## src/rtl/fifo_pkg.sv

```systemverilog
// Shared definitions so the write arbiter and the FIFO agree on geometry.
// Also holds the arbiter state encoding.
package fifo_pkg;
    localparam int FIFO_DW    = 8;
    localparam int FIFO_DEPTH = 64;
    localparam int FIFO_CW    = 7;

    typedef enum logic {
        IDLE  = 1'b0,
        BURST = 1'b1
    } arb_state_e;
endpackage

```

## src/rtl/fifo_wr_arbiter_if.sv

```systemverilog
// Producer-side and FIFO-side signals of the write arbiter, bundled as one interface.
// The arbiter uses the slave view; the environment (producers plus FIFO) uses the master view.
interface fifo_wr_arbiter_if
    import fifo_pkg::*;
#(
    parameter int N_SRC = 4,
    parameter int DW    = FIFO_DW,
    parameter int CW    = FIFO_CW
);
    logic [N_SRC-1:0]    src_valid;
    logic [N_SRC*DW-1:0] src_data;
    logic [N_SRC-1:0]    src_ready;
    logic                fifo_full;
    logic [CW-1:0]       fifo_count;
    logic                fifo_wr_en;
    logic [DW-1:0]       fifo_din;
    logic [N_SRC-1:0]    grant;
    logic                busy;

    modport slave (
        input  src_valid, src_data, fifo_full, fifo_count,
        output src_ready, fifo_wr_en, fifo_din, grant, busy
    );

    modport master (
        output src_valid, src_data, fifo_full, fifo_count,
        input  src_ready, fifo_wr_en, fifo_din, grant, busy
    );
endinterface

```

## src/rtl/fifo_wr_arbiter_rr_pick.sv

```systemverilog
// Rotate-priority encoder: first set request at or after i_ptr, searching upward with wrap.
// Purely combinational so it can also serve a future read-side scheduler.
module rr_pick #(
    parameter int N  = 4,
    parameter int PW = 2
) (
    input  logic [N-1:0]  i_req,
    input  logic [PW-1:0] i_ptr,
    output logic [N-1:0]  o_win,
    output logic [PW-1:0] o_idx
);
    logic w_found;
    int   w_j;

    always_comb begin
        o_win   = '0;
        o_idx   = '0;
        w_found = 1'b0;
        w_j     = 0;
        for (int k = 0; k < N; k++) begin
            // explicit wrap keeps non-power-of-2 N correct
            w_j = int'(i_ptr) + k;
            if (w_j >= N) begin
                w_j = w_j - N;
            end
            if (!w_found && i_req[w_j]) begin
                w_found    = 1'b1;
                o_win[w_j] = 1'b1;
                o_idx      = PW'(w_j);
            end
        end
    end
endmodule

```

## src/rtl/fifo_wr_arbiter.sv

```systemverilog
// Round-robin burst arbiter sharing one FIFO write port among N_SRC producers.
// A grant is issued only when the FIFO has room for a whole burst; a full FIFO stalls without releasing.
module fifo_wr_arbiter
    import fifo_pkg::*;
#(
    parameter int N_SRC     = 4,
    parameter int DW        = FIFO_DW,
    parameter int DEPTH     = FIFO_DEPTH,
    parameter int CW        = FIFO_CW,
    parameter int BURST_LEN = 4
) (
    input  logic             clk,
    input  logic             rst_n,
    fifo_wr_arbiter_if.slave bus
);
    localparam int PW  = (N_SRC > 1) ? $clog2(N_SRC) : 1;
    localparam int BCW = $clog2(BURST_LEN + 1);

    arb_state_e       r_state,    w_state_next;
    logic [N_SRC-1:0] r_grant,    w_grant_next;
    logic [PW-1:0]    r_idx,      w_idx_next;
    logic [PW-1:0]    r_rr_ptr,   w_rr_ptr_next;
    logic [BCW-1:0]   r_beat_cnt, w_beat_cnt_next;

    logic [N_SRC-1:0] w_win;
    logic [PW-1:0]    w_win_idx;
    logic [CW:0]      w_free;
    logic             w_space;
    logic             w_sel_valid;
    logic             w_xfer;
    logic             w_exit;
    logic [DW-1:0]    w_slice [N_SRC];

    genvar gi;
    generate
        for (gi = 0; gi < N_SRC; gi++) begin : g_slice
            assign w_slice[gi] = bus.src_data[gi*DW +: DW];
        end
    endgenerate

    rr_pick #(
        .N  (N_SRC),
        .PW (PW)
    ) u_rr_pick (
        .i_req (bus.src_valid),
        .i_ptr (r_rr_ptr),
        .o_win (w_win),
        .o_idx (w_win_idx)
    );

    // one extra bit so a count of DEPTH still yields a correct zero
    assign w_free      = (CW+1)'(DEPTH) - {1'b0, bus.fifo_count};
    assign w_space     = (w_free >= (CW+1)'(BURST_LEN));
    assign w_sel_valid = bus.src_valid[r_idx];
    assign w_xfer      = (r_state == BURST) && w_sel_valid && !bus.fifo_full;

    always_ff @(posedge clk or negedge rst_n) begin
        if (!rst_n) begin
            r_state    <= IDLE;
            r_grant    <= '0;
            r_idx      <= '0;
            r_rr_ptr   <= '0;
            r_beat_cnt <= '0;
        end else begin
            r_state    <= w_state_next;
            r_grant    <= w_grant_next;
            r_idx      <= w_idx_next;
            r_rr_ptr   <= w_rr_ptr_next;
            r_beat_cnt <= w_beat_cnt_next;
        end
    end

    always_comb begin
        w_state_next    = r_state;
        w_grant_next    = r_grant;
        w_idx_next      = r_idx;
        w_rr_ptr_next   = r_rr_ptr;
        w_beat_cnt_next = r_beat_cnt;
        w_exit          = 1'b0;
        case (r_state)
            IDLE: begin
                if ((|bus.src_valid) && w_space) begin
                    w_state_next    = BURST;
                    w_grant_next    = w_win;
                    w_idx_next      = w_win_idx;
                    w_beat_cnt_next = '0;
                end
            end
            BURST: begin
                if (w_xfer) begin
                    if (r_beat_cnt == BCW'(BURST_LEN - 1)) begin
                        w_exit = 1'b1;
                    end else begin
                        w_beat_cnt_next = r_beat_cnt + 1'b1;
                    end
                end else if (!w_sel_valid) begin
                    // a valid drop ends the burst; the producer must re-arbitrate
                    w_exit = 1'b1;
                end
                if (w_exit) begin
                    w_state_next  = IDLE;
                    w_grant_next  = '0;
                    w_rr_ptr_next = (r_idx == PW'(N_SRC - 1)) ? '0 : r_idx + 1'b1;
                end
            end
            default: begin
                w_state_next = IDLE;
                w_grant_next = '0;
            end
        endcase
    end

    assign bus.src_ready  = r_grant & {N_SRC{~bus.fifo_full}};
    assign bus.fifo_wr_en = |(bus.src_valid & bus.src_ready);
    assign bus.fifo_din   = bus.fifo_wr_en ? w_slice[r_idx] : '0;
    assign bus.grant      = r_grant;
    assign bus.busy       = (r_state == BURST);
endmodule

```

## src/flat_wrapper.sv

```systemverilog
// flat-port wrapper written by rule: the top's interface ports become plain ports
module fifo_wr_arbiter_flat import fifo_pkg::*;
#(
    parameter int N_SRC     = 4,
    parameter int DW        = FIFO_DW,
    parameter int DEPTH     = FIFO_DEPTH,
    parameter int CW        = FIFO_CW,
    parameter int BURST_LEN = 4
)
  (clk, rst_n, bus_src_valid, bus_src_data, bus_fifo_full, bus_fifo_count, bus_src_ready, bus_fifo_wr_en, bus_fifo_din, bus_grant, bus_busy);
  fifo_wr_arbiter_if #(.N_SRC(N_SRC), .DW(DW), .CW(CW)) bus_i ();
  input  logic clk;
  input  logic rst_n;
  input wire logic [$bits(bus_i.src_valid)-1:0] bus_src_valid;
  input wire logic [$bits(bus_i.src_data)-1:0] bus_src_data;
  input wire logic [$bits(bus_i.fifo_full)-1:0] bus_fifo_full;
  input wire logic [$bits(bus_i.fifo_count)-1:0] bus_fifo_count;
  output wire logic [$bits(bus_i.src_ready)-1:0] bus_src_ready;
  output wire logic [$bits(bus_i.fifo_wr_en)-1:0] bus_fifo_wr_en;
  output wire logic [$bits(bus_i.fifo_din)-1:0] bus_fifo_din;
  output wire logic [$bits(bus_i.grant)-1:0] bus_grant;
  output wire logic [$bits(bus_i.busy)-1:0] bus_busy;
  assign bus_i.src_valid = bus_src_valid;
  assign bus_i.src_data = bus_src_data;
  assign bus_i.fifo_full = bus_fifo_full;
  assign bus_i.fifo_count = bus_fifo_count;
  assign bus_src_ready = bus_i.src_ready;
  assign bus_fifo_wr_en = bus_i.fifo_wr_en;
  assign bus_fifo_din = bus_i.fifo_din;
  assign bus_grant = bus_i.grant;
  assign bus_busy = bus_i.busy;
  fifo_wr_arbiter #(.N_SRC(N_SRC), .DW(DW), .DEPTH(DEPTH), .CW(CW), .BURST_LEN(BURST_LEN)) u_core (.clk(clk), .rst_n(rst_n), .bus(bus_i));
endmodule
```

## config.mk

```make
export PLATFORM = sky130hd
export DESIGN_NAME = fifo_wr_arbiter_flat
export DESIGN_NICKNAME = d
export VERILOG_FILES = /design/src/rtl/fifo_pkg.sv /design/src/rtl/fifo_wr_arbiter_if.sv /design/src/rtl/fifo_wr_arbiter_rr_pick.sv /design/src/rtl/fifo_wr_arbiter.sv /design/src/flat_wrapper.sv
export SDC_FILE = /design/constraint.sdc
export NUM_CORES = 1
export LEC_CHECK = 0
export CORE_ASPECT_RATIO = 1.5
export CORE_MARGIN = 4
export CORE_UTILIZATION = 45
export CTS_CLUSTER_SIZE = 30
export DETAILED_ROUTE_END_ITERATION = 6
export DONT_BUFFER_PORTS = 1
export HOLD_SLACK_MARGIN = 0.15
export PLACE_DENSITY = 0.69
export SETUP_SLACK_MARGIN = 0.3
export SLEW_MARGIN = 20
export SYNTH_ARGS = -nofsm -noshare
export SYNTH_HDL_FRONTEND = slang
export SYNTH_SLANG_ARGS = --single-unit
```

## constraint.sdc

```tcl
create_clock -name clk -period 2.95 [get_ports clk]
set_clock_uncertainty 0.05 [all_clocks]
set_input_delay 0.885 -clock clk [delete_from_list [all_inputs] [get_ports clk]]
set_output_delay 0.885 -clock clk [all_outputs]
set_load 0.02 [all_outputs]
```

# Word-level counts from Yosys, hierarchy flattened
# Index checks and enable logic that the tools add are counted.
[totals]
register_bits = 12
latchBits = 0
mem_bits_rw = 0
romBits = 0
inputBits = 46
output_inout_bits = 18
word_cells = 120
mem_count = 0
[classes]
add_sub_neg = 10
mul = 0
n_div = 0
order_cmp = 15
eq_ne = 6
shifts = 0
mux = 56
bitwise = 8
reduce_logical = 20
[op_table]
columns = ["op", "n"]
rows = [
  ["32-bit by 1-bit >= comparator with 1-bit output, second input constant", 4],
  ["32-bit by 4-bit less-than comparator with 1-bit output, second input constant", 4],
  ["32-bit 2-to-1 mux", 4],
  ["4-bit 2-to-1 mux", 6],
  ["8-bit 2-to-1 mux", 3],
  ["1-bit 2-to-1 mux", 22],
  ["8-bit binary-select mux with 2-bit select", 1],
  ["3-bit >= comparator, second input constant", 4],
  ["4-bit bitwise OR", 3],
  ["3-bit by 3-bit subtractor with 4-bit output, second input constant", 3],
  ["1-bit binary-select mux with 2-bit select", 5],
  ["1-bit logical AND", 10],
  ["2-bit 2-to-1 mux", 5],
  ["3-bit 2-to-1 mux", 3],
  ["4-bit bitwise AND", 2],
  ["1-bit demux with 2-bit select", 4],
  ["8-bit by 3-bit >= comparator with 1-bit output, second input constant", 1],
  ["4-bit case mux with 2 select lines", 1],
  ["4-bit OR reduction", 2],
  ["7-bit by 7-bit subtractor with 8-bit output, first input constant", 1],
  ["2-bit by 2-bit adder with 3-bit output, second input constant", 2],
  ["2-bit != test, second input constant", 3],
  ["3-bit case mux with 2 select lines", 1],
  ["2-bit AND reduction", 3],
  ["14 further kinds", 18],
]

# Longest topological paths before layout
# Gate-level depths: netlist (run 1).
[depth]
depth_word = 17
ltp_mapped = 8
mapped_depth_nobuf = 6

# By module
# From an unflattened synthesis (run 1), not the netlist that was laid out.
[hier_totals]
hier_cells = 132
area_unflattened_um2 = 1396.3
[modules_own_cells]
columns = ["module", "instances", "cells_per_inst", "area_each_um2", "seq_area_each_um2"]
rows = [
  ["fifo_wr_arbiter", 1, 83, 939.7, 300.3],
  ["rr_pick", 1, 49, 456.7, 0.0],
]

# Worst setup path before layout (run 1)
# OpenSTA, ideal clock, no wires.
[synth_timing]
kind = "input to output"
startpoint = "input bus_src_valid[3]"
endpoint = "output bus_fifo_din[0]"
arrival_time_ns = 1.728
required_time_ns = 2.015
slack_ns = 0.287
path_stages = 4
path_buffers = 1
cell_sequence = "buf_2 > a22oi_1 > a21o_1 > nor2b_1"
[synth_between]
elab_chain_cells = 3
[synth_rtl]
columns = ["item", "line", "source"]
rows = [
  ["start: declaration", "flat_wrapper.sv:14", "input wire logic [$bits(bus_i.src_valid)-1:0] bus_src_valid;"],
  ["4-bit bitwise AND", "fifo_wr_arbiter.sv:114", "assign bus.fifo_wr_en = |(bus.src_valid & bus.src_ready);"],
  ["4-bit OR reduction", "fifo_wr_arbiter.sv:114", ""],
  ["8-bit 2-to-1 mux", "fifo_wr_arbiter.sv:115", "assign bus.fifo_din = bus.fifo_wr_en ? w_slice[r_idx] : '0;"],
  ["end: declaration", "flat_wrapper.sv:20", "output wire logic [$bits(bus_i.fifo_din)-1:0] bus_fifo_din;"],
]
# No other way between the ends.

# Worst setup path in the final report (run 1)
[layout_timing]
startpoint = "input bus_src_valid[0]"
endpoint = "output bus_fifo_din[4]"
# The elaborated chain is that of the path after synthesis.

==> run metrics, run 1 <==
status completed; Critical Path RT 2.02 ns; number of DRC markers after the initial detailed-route iteration 37; Routed Antenna Nets 0; setup repair after global routing missed its margin false; Chip Width 53.9 um; Critical Setup Path Class in2out; Cell variety after synth 41; first-pass detailed-route iteration total 4; static leakage power 0.537 nW; number of inserted diodes 0; global route total overflow 0; Sw Pwr 0.740 mW; share of synthesized flip-flops with an asynchronous set or reset 100%; buffers and inverters on the worst path 0; minimum clock period 2.58 ns; most common flop cell mapped by yosys sky130_fd_sc_hd__dfrtp_1; post-DR vias/cell 6.82; CTS buffer count 3; final max-slew violation count 0; clock-pin slew on the worst setup and hold paths 0.05 ns; Yosys warning total 0; final period utilization 87.5%; count leader, synth sky130_fd_sc_hd__nor2b_1; critical path's top delay family simple AND/OR/NAND/NOR gates; leading post-synthesis cells by cell area sky130_fd_sc_hd__dfrtp_1, sky130_fd_sc_hd__mux4_2, sky130_fd_sc_hd__nor2b_1; effective utilization at floorplan 47.9%; Net Sw Frac 47.6%; Skew-Pair Late Insertion Delay 0.23 ns; utilization of the core after routing 49.6%; share of total power in the clock network 9.1%; overall track demand over capacity in global routing 17.9%; via count of the first global-routing pass 1208; number of endpoints failing setup at the final stage 0; wirelength, routed 3720 um; category of the worst setup path capture point output port; number of enable flip-flop cells after synthesis 0; post-synth design cell area 0.00142 mm^2; Int Pwr 0.814 mW; actual slew at the worst max-slew pin 0.451 ns; cell area power density 1050 mW/mm^2; synthesized area divided by synthesized cell count 10.2 um^2; placer's final routability congestion estimate 0.800; final-stage net count 191; Slew headroom 69.8%; delay of the slowest critical-path stage 0.41 ns; upper clock frequency limit 387 MHz; Area Growth Syn to Fin 3.61%; die height 76.9 um; Vias 1193; highest ir drop seen on vdd 0.563 mV; leading cell types by count after synthesis sky130_fd_sc_hd__nor2b_1, sky130_fd_sc_hd__dfrtp_1, sky130_fd_sc_hd__mux4_2; number of ports placed on the die boundary 64; post-route non-filler standard cell count 175; cell area after placement 0.00143 mm^2; initial antenna violation count 0; Post-CTS Setup Repair Bufs 0; largest net degree at the start of global routing 16; total nets after synthesis 193; cell with the biggest individual delay on the critical path sky130_fd_sc_hd__nor2b_1; clock tree from TritonCTS built; full die area 0.00414 mm^2; Seq/Total Area, Yosys 21.1%; Post-Layout Inst Area 0.00147 mm^2; Final Hold Viols 0; clock sinks 12; maximum level of the CTS H-tree 1; HPWL Detailed 2990 um; number of port buffers 0; average detailed-routed wire length per instance 21.2 um; synthesized flop and latch total 12; Placement Rows 24; Critical Path Source Type primary input; buffer cell driving the clock tree root sky130_fd_sc_hd__clkbuf_8; number of placed instances with taps included 172; Pwr Total 1.55 mW; startpoint of the most critical setup path bus_src_valid[0]; aggregate negative setup slack 0 ns; Worst Path Arrival 1.65 ns; combinational power share 65.2%; portion of synthesized cell area occupied by the leading cell type 21.1%; maximum capacitance violations 0; Bufs on Longest Clock Path 2; cells along the critical path a22oi_1, a21o_1, nor2b_1; wire length of the first global-routing pass 5680 um; Worst Hold Class in2async; area of the core region 0.00297 mm^2; library cell with the largest summed area after synthesis sky130_fd_sc_hd__dfrtp_1; critical path fanouts, max 15; Flop pwr share 25.8%; Residual DRC 0; layout cell share with drive strength beyond 1 24.3%; Crit Reg-Reg Startpoint u_core.r_rr_ptr[0]$_DFFE_PN0P_; post-synthesis instance total 140
## power by group through the flow
stage | logic (mW) | registers (mW) | clock network (mW)
floorplan | 0.896 | 0.346 | 0
global placement | 0.978 | 0.401 | 0
detailed placement | 1.00 | 0.404 | 0
CTS | 1.01 | 0.405 | 0.144
global route | 1.08 | 0.419 | 0.150
finish | 1.01 | 0.400 | 0.141
## per-layer routing
metal	global-route usage (%)	part of all wire [%]
met1	18.8	34
met2	33.5	59
met3	2.91	5.8
met4	6.14	1.9
met5	0	0
## what timing repair did
action | in CTS | in global routing
hold buffers | 0 | 0
setup endpoints to repair | 8 | 0
resized for setup | 1 | 0
## state kept, by name, summed over array words and instances, names as in the netlist
name / count
u_core.r_beat_cnt: 3
u_core.bus.grant: 4
u_core.r_rr_ptr: 2
u_core.bus.busy: 1
u_core.r_idx: 2
## layout by cell type, fill, tap and decap left out, drive strengths merged
master,n
nand2,7
clkbuf,3
dfrtp,12
o32ai,1
nand2b,2
o21ai,12
a21bo,1
or3,2
mux2,3
nor2b,17
or4,1
ha,7
mux4,12
mux2i,2
o21bai,1
nor3,1
nor4,1
nand3,2
nor2,6
o31ai,2
a31o,2
o21ba,1
o211ai,2
a21oi,1
a22oi,2
or3b,2
a21o,2
a31oi,1
inv,5
or2,2
a32oi,8
buf,3
a2111oi,1
a211oi,6
nand3b,1
nand4b,1
and2b,1
## worst reg2reg max path: stages, from the launching register on
cell and delay, ns:
sky130_fd_sc_hd__dfrtp_1 0.39, sky130_fd_sc_hd__inv_1 0.22, sky130_fd_sc_hd__ha_1 0.41, sky130_fd_sc_hd__or3b_1 0.45, sky130_fd_sc_hd__a2111oi_4 0.50, sky130_fd_sc_hd__o21ai_0 0.15
sky130_fd_sc_hd__a32oi_1 0.22
## final timing paths
check	end	slack, ns	cells past startpoint
worst max-delay path	bus_fifo_din[4]	0.37	3
worst min-delay path	u_core.r_beat_cnt[1]$_DFFE_PN0P_	0.29	0
worst max register to register	u_core.bus.grant[3]$_DFFE_PN0P_	0.47	6
worst min register to register	u_core.r_beat_cnt[1]$_DFFE_PN0P_	0.48	1
max in group asynchronous	u_core.r_idx[0]$_DFFE_PN0P_	2.48	0
min in group clk	u_core.r_beat_cnt[1]$_DFFE_PN0P_	0.48	1
## cells by family (layout without fill, tap and decap cells)
kind of cell / after synthesis / count (layout) / synth area share, %
and+or+nand+nor: 46 / 46 / 19.4
AOI/OAI and AO/OA: 43 / 43 / 24.6
muxes: 17 / 17 / 23.0
buffers and inverters: 15 / 11 / 5.72
DFF: 12 / 12 / 21.1
adders and majority gates: 7 / 7 / 6.16
## cell type report
class	count	area, um^2
clock buffers	3	41.3
fillers	264	1500
inverters	5	18.8
multi-input cells	113	1040
flip-flops and latches	12	302
well taps	39	48.8
repair buffers	3	22.5
## through the flow
stage	hold slack [ns]	setup slack (ns)
after floorplan	0.418	0.287
after global placement	0.439	0.397
after detailed placement	0.458	0.366
after CTS	0.291	0.365
after global routing	0.287	0.330
final	0.295	0.369
No activity file was read; power rests on OpenSTA's default activity.
==> inputs of run 2 (changes only) <==
--- a/config.mk
+++ b/config.mk
@@ -6,12 +6,11 @@
 export NUM_CORES = 1
 export LEC_CHECK = 0
 export CORE_ASPECT_RATIO = 1.5
-export CORE_MARGIN = 4
+export CORE_MARGIN = 5
 export CORE_UTILIZATION = 45
 export CTS_CLUSTER_SIZE = 30
 export DETAILED_ROUTE_END_ITERATION = 6
 export DONT_BUFFER_PORTS = 1
-export HOLD_SLACK_MARGIN = 0.15
 export PLACE_DENSITY = 0.69
 export SETUP_SLACK_MARGIN = 0.3
 export SLEW_MARGIN = 20
==> run metrics, run 2 (synthesized netlist as in run 1, its figures left out) <==
status completed; Critical Path Source Type primary input; number of endpoints failing setup at the final stage 0; clock tree from TritonCTS built; wire length of the first global-routing pass 5930 um; Worst Path Arrival 1.62 ns; number of ports placed on the die boundary 64; area of the core region 0.00310 mm^2; Skew-Pair Late Insertion Delay 0.25 ns; maximum level of the CTS H-tree 1; highest ir drop seen on vdd 0.563 mV; reg2reg end u_core.bus.grant[1]$_DFFE_PN0P_; number of inserted diodes 0; clock-pin slew on the worst setup and hold paths 0.06 ns; placer's final routability congestion estimate 0.814; Chip Width 55.9 um; largest net degree at the start of global routing 16; layout cell share with drive strength beyond 1 24.3%; effective utilization at floorplan 45.9%; final-stage net count 190; wirelength, routed 3690 um; Vias 1176; minimum clock period 2.55 ns; Bufs on Longest Clock Path 2; register-to-register path setup slack 0.49 ns; Critical Path RT 2.02 ns; static leakage power 0.540 nW; grt met2 use 31.5%; Routed Antenna Nets 0; most frequent cells in the layout sky130_fd_sc_hd__nor2b_1, sky130_fd_sc_hd__mux4_2, sky130_fd_sc_hd__o21ai_0, sky130_fd_sc_hd__dfrtp_1, sky130_fd_sc_hd__a32oi_1; cell area power density 1070 mW/mm^2; setup repair after global routing missed its margin false; Placement Rows 25; Area Growth Syn to Fin 4.13%; Worst Hold Class in2async; aggregate negative setup slack 0 ns; clock sinks 12; Final Hold Viols 0; max FFs per register 4; number of cells traversed by the worst register-to-register path 6; number of port buffers 0; full die area 0.00441 mm^2; final max-slew violation count 0; number of DRC markers after the initial detailed-route iteration 27; most common cell after layout, fill and taps aside sky130_fd_sc_hd__nor2b_1; actual slew at the worst max-slew pin 0.446 ns; average detailed-routed wire length per instance 21.0 um; Critical Setup Path Class in2out; critical path fanouts, max 15; post-DR vias/cell 6.68; Post-CTS Setup Repair Bufs 0; category of the worst setup path capture point output port; Crit Reg-Reg Startpoint u_core.r_rr_ptr[0]$_DFFE_PN0P_; via count of the first global-routing pass 1175; final period utilization 86.5%; CTS buffer count 3; overall track demand over capacity in global routing 17.0%; GR peak layer met2; Slew headroom 70.3%; met1 track demand over resource in global routing 16.9%; Global Route met3 Usage 3.58%; Residual DRC 0; first-pass detailed-route iteration total 4; upper clock frequency limit 392 MHz; utilization of the core after routing 47.8%; die height 78.9 um; maximum capacitance violations 0; buffer cell driving the clock tree root sky130_fd_sc_hd__clkbuf_8; initial antenna violation count 0; HPWL Detailed 2940 um; global route total overflow 0
run 2: cell count changes in the layout (fill, tap and decap cells not counted), sizes merged:
cell / previous run / this run
buf: 3 / 2
clkbuf: 3 / 4
run 2: power breakdown:
part / internal, mW / switching (mW) / leakage (nW)
Clock: 0.118 / 0.0660 / 0.0288
Sequential: 0.242 / 0.170 / 0.147
Combinational: 0.473 / 0.509 / 0.364
run 2: worst max path at each step:
stage	start	end	cells past startpoint
floorplan	bus_src_valid[3]	bus_fifo_din[0]	4
global route	bus_src_valid[0]	bus_fifo_din[6]	3
CTS	bus_src_valid[0]	bus_fifo_din[6]	3
detailed placement	bus_src_valid[0]	bus_fifo_din[6]	3
global placement	bus_src_valid[0]	bus_fifo_din[0]	3
finish	bus_src_valid[0]	bus_fifo_din[6]	3
run 2: worst max-delay path, cell delays in order:
cell and delay [ns]:
sky130_fd_sc_hd__a22oi_1 0.06, sky130_fd_sc_hd__a21o_1 0.29, sky130_fd_sc_hd__nor2b_1 0.37
run 2: through the flow:
stage	total power, mW	hold slack [ns]	instance area [um^2]	instances	setup slack, ns
2_1_floorplan	1.24	0.418	1420	140	0.287
3_3_place_gp	1.37	0.442	1430	172	0.391
3_5_place_dp	1.39	0.464	1430	172	0.393
4_1_cts	1.58	0.276	1480	176	0.392
5_1_grt	1.69	0.269	1480	176	0.338
6_report	1.58	0.278	1480	176	0.398
run 2: final cells by class:
class                           count  area, um^2
Clock buffer                        4        55.1
Inverter                            5        18.8
Sequential cell                    12         302
Timing Repair Buffer                2        15.0
Fill cell                         280        1620
Multi-Input combinational cell    113        1040
Tap cell                           40        50.0
run 2: repair_timing:
| action | in CTS | in global routing |
|---|---|---|
| endpoints found under the hold margin | 0 | 0 |
| hold buffers | 0 | 0 |
| setup endpoints to repair | 8 | 0 |
| gates resized for setup | 1 | 0 |
run 2: layer usage:
metal / share of wire [%] / vias up
li1: - / 538
met1: 36 / 565
met2: 52 / 64
met3: 8.4 / 9
met4: 3.6 / 0
met5: 0 / -
==> inputs of run 3 (changes only) <==
--- a/config.mk
+++ b/config.mk
@@ -12,8 +12,9 @@
 export DETAILED_ROUTE_END_ITERATION = 6
 export DONT_BUFFER_PORTS = 1
 export PLACE_DENSITY = 0.69
-export SETUP_SLACK_MARGIN = 0.3
+export SETUP_SLACK_MARGIN = 0.02
 export SLEW_MARGIN = 20
 export SYNTH_ARGS = -nofsm -noshare
 export SYNTH_HDL_FRONTEND = slang
+export SYNTH_HIERARCHICAL = 1
 export SYNTH_SLANG_ARGS = --single-unit
==> run metrics, run 3 <==
cells along the critical path mux4_2, nor2b_1; CTS buffer count 3; area of the core region 0.00294 mm^2; post-DR vias/cell 6.45; number of inserted diodes 0; Worst Path Arrival 1.78 ns; actual slew at the worst max-slew pin 0.618 ns; leading post-synthesis cells by cell area sky130_fd_sc_hd__dfrtp_1, sky130_fd_sc_hd__mux4_2, sky130_fd_sc_hd__ha_1; post-synth design cell area 0.00140 mm^2; number of endpoints failing setup at the final stage 0; via count of the first global-routing pass 1121; die height 78.2 um; Filler cells 287; post-synthesis mux area share 29.0%; number of ports placed on the die boundary 64; wire length of the first global-routing pass 5840 um; Final Hold Viols 0; Critical Path RT 2.02 ns; cell area power density 1070 mW/mm^2; critical path fanouts, max 12; most frequent cells in the layout sky130_fd_sc_hd__nor2b_1, sky130_fd_sc_hd__mux4_2, sky130_fd_sc_hd__dfrtp_1, sky130_fd_sc_hd__ha_1; layout cell share with drive strength beyond 1 21.6%; effective utilization at floorplan 47.4%; number of enable flip-flop cells after synthesis 0; number of DRC markers after the initial detailed-route iteration 30; minimum clock period 2.71 ns; wirelength, routed 3530 um; Residual DRC 0; setup repair after global routing missed its margin false; aggregate negative setup slack 0 ns; dominant combinational cell family by area after synthesis multiplexers; Skew-Pair Late Insertion Delay 0.25 ns; Slew headroom 58.8%; HPWL Detailed 2890 um; average detailed-routed wire length per instance 20.4 um; global route total overflow 0; worst slack after detailed placement 0.373 ns; share of synthesized cell area in and, or, nand and nor gates 19.5%; number of port buffers 0; clock sinks 12; clock-pin slew on the worst setup and hold paths 0.05 ns; Critical Setup Path Class reg2out; delay of the slowest critical-path stage 0.73 ns; total nets after synthesis 189; share of synthesized flip-flops with an asynchronous set or reset 100%; Critical Path Source Type register; placer's final routability congestion estimate 0.830; initial antenna violation count 0; buffers and inverters on the worst path 0; status completed; max FFs per register 4; first-pass detailed-route iteration total 4; number of gates resized after CTS 0; portion of synthesized cell area occupied by the leading cell type 21.5%; buffer cell driving the clock tree root sky130_fd_sc_hd__clkbuf_8; final max-slew violation count 0; Cell variety after synth 40; highest ir drop seen on vdd 0.667 mV; clock tree from TritonCTS built; Routed Antenna Nets 0; area fraction in compound gates after synthesis 15.2%; synthesized-area fraction occupied by adder cells 9.86%; synthesized flop and latch total 12; final-stage net count 192; utilization of the core after routing 50.6%; full die area 0.00434 mm^2; Chip Width 55.5 um; Post-CTS Setup Repair Bufs 0; Worst Hold Class in2async; static leakage power 0.621 nW; Seq/Total Area, Yosys 21.5%; Placement Rows 24; maximum level of the CTS H-tree 1; overall track demand over capacity in global routing 16.8%; upper clock frequency limit 369 MHz; Yosys warning total 6; synthesized area divided by synthesized cell count 10.6 um^2; cell with the biggest individual delay on the critical path sky130_fd_sc_hd__dfrtp_1; post-route setup slack 0.239 ns; xor and xnor fraction of the mapped netlist area 0%; category of the worst setup path capture point output port; critical path's top delay family flip-flops; Area Growth Syn to Fin 6.63%; leading cell types by count after synthesis sky130_fd_sc_hd__dfrtp_1, sky130_fd_sc_hd__mux4_2, sky130_fd_sc_hd__nor2b_1; post-synthesis instance total 132; final period utilization 91.9%; hold buffer count at cts 0; most common flop cell mapped by yosys sky130_fd_sc_hd__dfrtp_1; largest net degree at the start of global routing 17; maximum capacitance violations 0; library cell with the largest summed area after synthesis sky130_fd_sc_hd__dfrtp_1; Vias 1116; Bufs on Longest Clock Path 2
==> run 3: cell count changes in the layout (fill, tap and decap cells not counted), sizes merged, moves of 4 or more <==
cell / change
inv: +6
a32oi: -7
mux2i: +4
nor2b: -4
a211oi: -6
o21ai: -5
a22oi: +8
ha: +4
==> run 3: path summary, 6_finish.rpt <==
| path | slack (ns) | endpoint | cells past startpoint | from |
|---|---|---|---|---|
| max in group asynchronous | 2.50 | u_core/r_rr_ptr[1]$_DFFE_PN0P_ | 0 | rst_n |
| setup / recovery | 0.24 | bus_fifo_din[2] | 2 | u_core/r_idx[0]$_DFFE_PN0P_ |
| min in group clk | 0.47 | u_core/r_beat_cnt[2]$_DFFE_PN0P_ | 1 | u_core/r_beat_cnt[2]$_DFFE_PN0P_ |
| setup reg to reg | 0.68 | u_core/r_idx[1]$_DFFE_PN0P_ | 8 | u_core/r_rr_ptr[1]$_DFFE_PN0P_ |
| hold reg to reg | 0.47 | u_core/r_beat_cnt[2]$_DFFE_PN0P_ | 1 | u_core/r_beat_cnt[2]$_DFFE_PN0P_ |
| hold / removal | 0.28 | u_core/r_beat_cnt[2]$_DFFE_PN0P_ | 0 | rst_n |
==> run 3: power breakdown <==
group / internal, mW / switching, mW
combinational: 0.513 / 0.525
clock: 0.118 / 0.0633
sequential: 0.229 / 0.144
total: 0.860 / 0.732
==> run 3: through the flow <==
stage          total power, mW  instances  cell area [um^2]  hold slack [ns]
2_1_floorplan             1.24        132              1400            0.433
3_3_place_gp              1.39        169              1430            0.444
3_5_place_dp              1.42        169              1430            0.456
4_1_cts                   1.61        173              1490            0.276
6_report                  1.59        173              1490            0.280
5_1_grt                   1.75        173              1490            0.265
==> run 3: cell families (layout without fill, tap and decap cells) <==
family	Yosys count	in the layout
and+or+nand+nor	41	41
muxes	23	23
buffers and inverters	15	17
adders and majority gates	11	11
AOI/OAI and AO/OA	30	30
DFF	12	12
==> run 3: area by class of cell <==
cell class                      instances  area (um^2)  share of cell area (%)
Sequential cell                        12          300                    20.2
Multi-Input combinational cell        105         1030                    69.1
Tap cell                               39         48.8                    3.28
Inverter                               11         41.3                    2.77
Clock buffer                            4         55.1                    3.70
Timing Repair Buffer                    2         15.0                    1.01
==> run 3: routing by layer <==
layer  wire, um  up-vias  GRT usage (%)
met1       1200      533           18.0
met4         99        0           8.76
li1           -      510              -
met3        332        8           4.27
met5          0        -              0
met2       1900       65           30.0
